`config.mk`:
```
export PLATFORM = sky130hd
export DESIGN_NAME = mem_arbiter
export DESIGN_NICKNAME = d
export VERILOG_FILES = /design/src/rtl/mem_arb_pkg.sv /design/src/rtl/arb_pick.sv /design/src/rtl/mux.sv /design/src/rtl/mem_arbiter.sv
export SDC_FILE = /design/constraint.sdc
export NUM_CORES = 1
export LEC_CHECK = 0
export BUFFER_PORTS_ARGS = -buffer_cell sky130_fd_sc_hd__buf_2
export CAP_MARGIN = 20
export CELL_PAD_IN_SITES_DETAIL_PLACEMENT = 1
export CELL_PAD_IN_SITES_GLOBAL_PLACEMENT = 2
export CORE_ASPECT_RATIO = 1.75
export CORE_MARGIN = 5
export CORE_UTILIZATION = 10
export CTS_CLUSTER_SIZE = 14
export DETAILED_ROUTE_END_ITERATION = 7
export PLACE_DENSITY_LB_ADDON = 0.25
export SYNTH_ARGS = -nofsm -noshare
export SYNTH_HDL_FRONTEND = slang
export SYNTH_SLANG_ARGS = --single-unit
```
`constraint.sdc`:
```
create_clock -name clk -period 1.75 [get_ports clk]
set_clock_uncertainty 0.15 [all_clocks]
set_input_delay 0.35 -clock clk [delete_from_list [all_inputs] [get_ports clk]]
set_output_delay 0.35 -clock clk [all_outputs]
set_load 0.02 [all_outputs]
```
`src/rtl/mem_arb_pkg.sv`:
```
// rtl/mem_arb_pkg.sv - shared state encoding and default widths for the memory arbiter
package mem_arb_pkg;
   localparam int ADDR_W_DEF = 30;
   localparam int DATA_W_DEF = 32;

   typedef enum logic [1:0] {
      IDLE  = 2'd0,
      BUSY0 = 2'd1,
      BUSY1 = 2'd2
   } state_t;
endpackage

```
`src/rtl/arb_pick.sv`:
```
// rtl/arb_pick.sv - combinational winner select; a tie goes to the port that did not win last
module arb_pick (
   input  logic req0,
   input  logic req1,
   input  logic last_grant,
   output logic grant
);
   assign grant = (req0 && req1) ? ~last_grant : req1;
endmodule

```
`src/rtl/mux.sv`:
```
// rtl/mux.sv - enabled 2:1 mux; drives zero when not enabled
module mux #(
   parameter int W = 1
) (
   input  logic         sel,
   input  logic         en,
   input  logic [W-1:0] in0,
   input  logic [W-1:0] in1,
   output logic [W-1:0] y
);
   assign y = !en ? '0 : (sel ? in1 : in0);
endmodule

```
`src/rtl/mem_arbiter.sv`:
```
// rtl/mem_arbiter.sv - two-requester single-memory arbiter; ARB_ROUND_ROBIN_EN enables round-robin ties
module mem_arbiter
   import mem_arb_pkg::*;
#(
   parameter int ADDR_W = ADDR_W_DEF,
   parameter int DATA_W = DATA_W_DEF
) (
   input  logic                clk,
   input  logic                reset,
   input  logic                m0_re,
   input  logic [DATA_W/8-1:0] m0_we,
   input  logic [ADDR_W-1:0]   m0_addr,
   input  logic [DATA_W-1:0]   m0_wdata,
   output logic [DATA_W-1:0]   m0_rdata,
   output logic                m0_ready,
   input  logic                m1_re,
   input  logic [DATA_W/8-1:0] m1_we,
   input  logic [ADDR_W-1:0]   m1_addr,
   input  logic [DATA_W-1:0]   m1_wdata,
   output logic [DATA_W-1:0]   m1_rdata,
   output logic                m1_ready,
   output logic                re,
   output logic [DATA_W/8-1:0] we,
   output logic [ADDR_W-1:0]   addr,
   output logic [DATA_W-1:0]   wdata,
   input  logic [DATA_W-1:0]   rdata,
   input  logic                mem_ready
);
   state_t state, state_d;
   logic   req0, req1, grant, last_grant, busy, sel;

   assign req0 = m0_re | (|m0_we);
   assign req1 = m1_re | (|m1_we);

`ifdef ARB_ROUND_ROBIN_EN
   always_ff @(posedge clk) begin
      if (reset)
         last_grant <= 1'b1;
      else if (state == IDLE && (req0 || req1))
         last_grant <= grant;
   end
`else
   // Tied high so a tie always resolves to port 0.
   assign last_grant = 1'b1;
`endif

   arb_pick u_pick (
      .req0       (req0),
      .req1       (req1),
      .last_grant (last_grant),
      .grant      (grant)
   );

   always_ff @(posedge clk) begin
      if (reset)
         state <= IDLE;
      else
         state <= state_d;
   end

   always_comb begin
      state_d = state;
      case (state)
         IDLE:    if (req0 || req1) state_d = grant ? BUSY1 : BUSY0;
         BUSY0:   if (mem_ready) state_d = IDLE;
         BUSY1:   if (mem_ready) state_d = IDLE;
         default: state_d = IDLE;
      endcase
   end

   assign busy = (state == BUSY0) || (state == BUSY1);
   assign sel  = (state == BUSY1);

   mux #(.W(1)) u_mux_re (
      .sel(sel), .en(busy), .in0(m0_re), .in1(m1_re), .y(re)
   );
   mux #(.W(DATA_W/8)) u_mux_we (
      .sel(sel), .en(busy), .in0(m0_we), .in1(m1_we), .y(we)
   );
   mux #(.W(ADDR_W)) u_mux_addr (
      .sel(sel), .en(busy), .in0(m0_addr), .in1(m1_addr), .y(addr)
   );
   mux #(.W(DATA_W)) u_mux_wdata (
      .sel(sel), .en(busy), .in0(m0_wdata), .in1(m1_wdata), .y(wdata)
   );

   assign m0_ready = (state == BUSY0) && mem_ready;
   assign m1_ready = (state == BUSY1) && mem_ready;
   assign m0_rdata = rdata;
   assign m1_rdata = rdata;
endmodule
```
### After elaboration in Yosys (flattened, before gate mapping)

Index checks and enable logic that the tools add are counted.

| storage, ports and cells | value |
|---|---|
| bits in registers | 2 |
| input bits | 169 |

| cells by class | value |
|---|---|
| eq/ne operators | 4 |
| muxes and demuxes | 13 |
| bitwise gates (word level) | 2 |
| reduce and logical (&&, ||, !) cells | 10 |

Operators with widths:

| operator | number |
|---|---|
| $mux W32 | 2 |
| $mux W30 | 2 |
| $mux W4 | 2 |
| $reduce_or A4 Y1 | 2 |
| $mux W2 | 3 |
| $pmux W2 S2 | 1 |
| $logic_and A1 B1 Y1 | 3 |
| $mux W1 | 3 |
| $eq A2 B1 Y1 const B | 1 |
| $eq A2 B2 Y1 const B | 1 |
| $logic_not A2 Y1 | 1 |
| $logic_or A1 B1 Y1 | 2 |
| $ne A2 B1 Y1 const B | 1 |
| $ne A2 B2 Y1 const B | 1 |
| $or A1 B1 Y1 | 2 |
| $reduce_and A2 Y1 | 1 |
| $reduce_or A2 Y1 | 1 |

### Depth between registers and ports, before layout

| logic depth | value |
|---|---|
| depth in word-level cells | 7 |
| gate-level depth with buffers | 7 |

### Hierarchy

Synthesis repeated with hierarchy kept, for this count alone.

| unflattened totals | value |
|---|---|
| cell total of the unflattened synthesis | 238 |
| area, all modules | 1965.6 sq um |

Modules (own cells, without submodules):

| module | times used | cells an instance | area each (sq um) |
|---|---|---|---|
| mem_arbiter | 1 | 88 | 688.2 |
| mux (u_mux_wdata) | 1 | 71 | 603.1 |
| mux (u_mux_addr) | 1 | 67 | 570.5 |
| mux (u_mux_we) | 1 | 9 | 76.3 |
| mux (u_mux_re) | 1 | 2 | 16.3 |
| arb_pick | 1 | 1 | 11.3 |

### Worst setup path after synthesis

Ideal clock, no wire load.

| timing path | value |
|---|---|
| kind | register -> output |
| start point | register state[0] |
| end point | output addr[21] |
| arrival time | 1.533 ns |
| path slack | -0.283 ns |
| stages on the path, launching flop included | 7 |
| path buffers | 2 |
| cells stage by stage | dfxtp_1 inv_1 ha_1 inv_1 clkbuf_1 clkbuf_1 nor2_1 |

| between the ends | value |
|---|---|
| word-level cells in the longest chain between the ends | 3 |
| elaborated cells between the ends (all ways) | 5 |

RTL lines:

| what | RTL line | RTL |
|---|---|---|
| start: declaration | mem_arbiter.sv:29 | `state_t state, state_d;` |
| start signal: assignment | mem_arbiter.sv:58 | `state <= state_d;` |
| $eq A2 B2 Y1 / $eq A2 B1 Y1 (equally long branches) | mem_arbiter.sv:71, mem_arbiter.sv:72 |  |
| $mux W30 / $logic_or A1 B1 Y1 (equally long branches) | mux.sv:11, mem_arbiter.sv:71 |  |
| $mux W30 (*) | mux.sv:11 | `assign y = !en ? '0 : (sel ? in1 : in0);` |
| end: declaration | mem_arbiter.sv:24 | `output logic [ADDR_W-1:0] addr,` |

Mark *: on every way between the ends. The rest lies on a longest branch, timed or not.

### Worst setup path after layout

| timing path | value |
|---|---|
| start point | register state[0] |
| end point | output addr[25] |

The elaborated chain is that of the path after synthesis.

==> impl_results.md <==
- Fin cells: around 620
- Failing checks: negative setup slack
- Die height: 180 um
- Area used by multi-input combinational logic: 0.00187 mm2
- TritonCTS clock tree: built
- Arrival time of the worst setup path: 1.59 ns
- WL final: 10200 um
- Fin worst setup slack: -0.336 ns
- Kind of critical path: register to output port
- Share of final-layout standard cells stronger than drive strength 1: between 90% and 100%
- Max-slew headroom: 83.0%
- Design Area, Final: roughly 0.0041 mm2
- Placed wire-length estimate: 8090 um
- Most flops, register: state
- Worst reg2reg path depth: 6
- Global-route congestion overflow total: 0
- Worst hold stages: 2
- Critical path launch point type: register
- Worst-case setup slack after placement: -0.175 ns
- Number of global-route vias before repair: 2665
- Netlist area before placement: 0.00166 mm2
- Total via count in the routed design: between 2000 and 2500
- Worst path required time: 1.25 ns
- Capture point of the worst reg-to-reg path: state[1]
- Routed length per placed instance: 16.5 um
- Number of buffers added by the clock tree synthesis step: 3
- Maximum fanout along the worst path: 6
- Final setup TNS: -19.47 ns
- Gate count of the mapped netlist: approximately 240
- Slew at the pin closest to its max-slew limit: 0.250 ns
- Largest buffer count on any clock path: 2
- FF-to-FF setup slack: 0.11 ns
- Number of search-and-repair iterations in the first detailed-routing pass: 3
- Highest-count cells in the layout ignoring fill and taps: sky130_fd_sc_hd__buf_2, sky130_fd_sc_hd__buf_6, sky130_fd_sc_hd__mux2i_4
- Worst min-delay path endpoint: state[0]
- Filler Cell Count: 1912
- Fin Hold WS: ~0.16 ns
- Startpoint of the tightest hold check path: reset
- Floorplan Core Area: 0.0164 mm2
- PwrDens: 722 mW/mm2
- Die width: 107 um
- Cell Rows: 62
- Highest Clock Rate: 479 MHz
- RSZ-0062 raised after global routing: true
- Launch instance of the worst register-to-register path: state[0]
- Maximum vdd ir drop: about 0.27 mV
- Final count of hold timing violations: 0
- Sequential area share after synthesis: 2.41%
- Fraction of synthesized cell area taken by the top area cell type: approximately two fifths
- Post-CTS clock slew at the launch and capture registers of the worst setup and hold paths: about 0.030 ns
- Area growth, synth to finish: 146%
- Area occupied by registers: 45.0 um2
- Max-Cap Viols: 0
- Placed inst area: 0.00308 mm2
- Layout Utilization: between 20% and 30%
- Register bit count reported by yosys: 2
- Final count of pins violating max slew: 0
- Cell taking the most area after synthesis: sky130_fd_sc_hd__mux2i_1
- Number of nets at the end of the flow: 570
- Fin crit share: 119%
- Maximum number of pins on one net before global-route repair: 24
- Number of remaining DRC errors: 0
- Ranking of synthesized cells by area: sky130_fd_sc_hd__mux2i_1, sky130_fd_sc_hd__buf_4, sky130_fd_sc_hd__nor2_1
- Largest register FFs: 2
- Number of distinct library cells after synthesis: 19
- Ports placed on the boundary: 302
- Number of I/O port buffers: just over 200
- Number of instances in the placed design: 601
- Clock root buffer: sky130_fd_sc_hd__clkbuf_16
- Initial core utilization: about a tenth
- Endpoints failing setup: 68
- Most common library cell in the layout ignoring fill and taps: sky130_fd_sc_hd__buf_2
- Leading registers by flop count: state (2)
- Routed vias/inst: 3.57
- Final estimated routing congestion in global placement: 0.679
- Worst min-delay path class: input port to register
- TritonCTS sink count: 2
- H-tree levels: 1
- Antenna violations before repair: 1
- Status: complete, but fails checks
- Time the final worst path needs with I/O delays and setup: 2.09 ns
- Starting DRT DRC Count: 56
- Remaining number of nets flagged by the antenna check after routing: 0
- Total power of the final layout: a little under 3 mW
- Net count of the mapped netlist: 407
- Mean Syn Cell Area: 7.07 um2
- DIE AREA: 0.0194 mm2
- Clock latency at the later pin of the worst-skew pair: approximately 0.22 ns
- Leakage power: 1.66 nW
- All-layer global routing usage: 9.49%
- Crit. End Element: output port
- First-pass GRT wire length: approximately 14000 um
- Number of synthesis warnings: 0
## final cells by class
type,count,area share (%)
repair inverters,1,0.153
repair buffers,236,43.6
clock buffers,3,1.84
multi-input cells,150,45.8
well taps,224,6.86
inverters,4,0.613
flip-flops and latches,2,1.10
diodes,1,0.0613
## where the power goes
group	switching (mW)	internal, mW
registers	0.00793	0.0545
clock network	0.0542	0.291
logic	1.29	1.25
total	1.35	1.59
## logic make-up (layout without fill, tap and decap cells)
logic type	count (synthesis)	count (layout)	synth area share [%]
buffers and inverters	83	244	34.2
AO/OA/AOI/OAI	4	4	1.88
adder cells (fa/ha/maj)	3	3	2.26
multiplexers	67	67	40.4
other	0	1	0
flip-flops	2	2	2.41
AND/OR/NAND/NOR	76	76	18.8
## synth_stat cells
library cell and count:
sky130_fd_sc_hd__a21oi_1 1, sky130_fd_sc_hd__a31oi_1 1, sky130_fd_sc_hd__and2_1 2, sky130_fd_sc_hd__buf_2 4
sky130_fd_sc_hd__buf_4 67, sky130_fd_sc_hd__clkbuf_1 8, sky130_fd_sc_hd__dfxtp_1 2, sky130_fd_sc_hd__ha_1 3
sky130_fd_sc_hd__inv_1 4, sky130_fd_sc_hd__mux2i_1 67, sky130_fd_sc_hd__nand2_1 1, sky130_fd_sc_hd__nand4_1 1
sky130_fd_sc_hd__nor2_1 68, sky130_fd_sc_hd__nor2b_1 1, sky130_fd_sc_hd__nor3_1 1, sky130_fd_sc_hd__nor3b_2 1
sky130_fd_sc_hd__o221a_2 1, sky130_fd_sc_hd__o221ai_1 1, sky130_fd_sc_hd__or4_4 1
## metal layers
layer	wire [um]	vias up	track usage, %
met2	5900	140	19.6
met3	958	49	1.54
met1	2800	984	7.96
met5	0	-	0
met4	583	0	5.71
li1	-	1047	-
## how the worst max path moves through the flow
stage,startpoint,cells after the start,to
after floorplan,state[0],7,wdata[13]
after global placement,state[1],5,addr[25]
after detailed placement,state[1],5,addr[25]
after CTS,state[1],6,addr[20]
after global routing,state[0],8,addr[26]
final,state[0],7,addr[25]
## timing repair
item                                    4_1_cts  5_1_grt
resized for setup                           101       61
pin swaps                                     1        1
hold endpoints to repair                      0        0
hold buffers                                  0        0
endpoints found under the setup margin       69       69
cloned                                        5        4
setup buffers                                 8        1
## worst max-delay path: stages (launching register included)
cell                      delay [ns]
sky130_fd_sc_hd__dfxtp_2        0.32
sky130_fd_sc_hd__inv_4          0.07
sky130_fd_sc_hd__ha_4           0.19
sky130_fd_sc_hd__buf_6          0.15
sky130_fd_sc_hd__buf_12         0.14
sky130_fd_sc_hd__mux2i_2        0.29
sky130_fd_sc_hd__nor2_4         0.03
sky130_fd_sc_hd__buf_2          0.16
No activity file was read; power rests on OpenSTA's default activity.
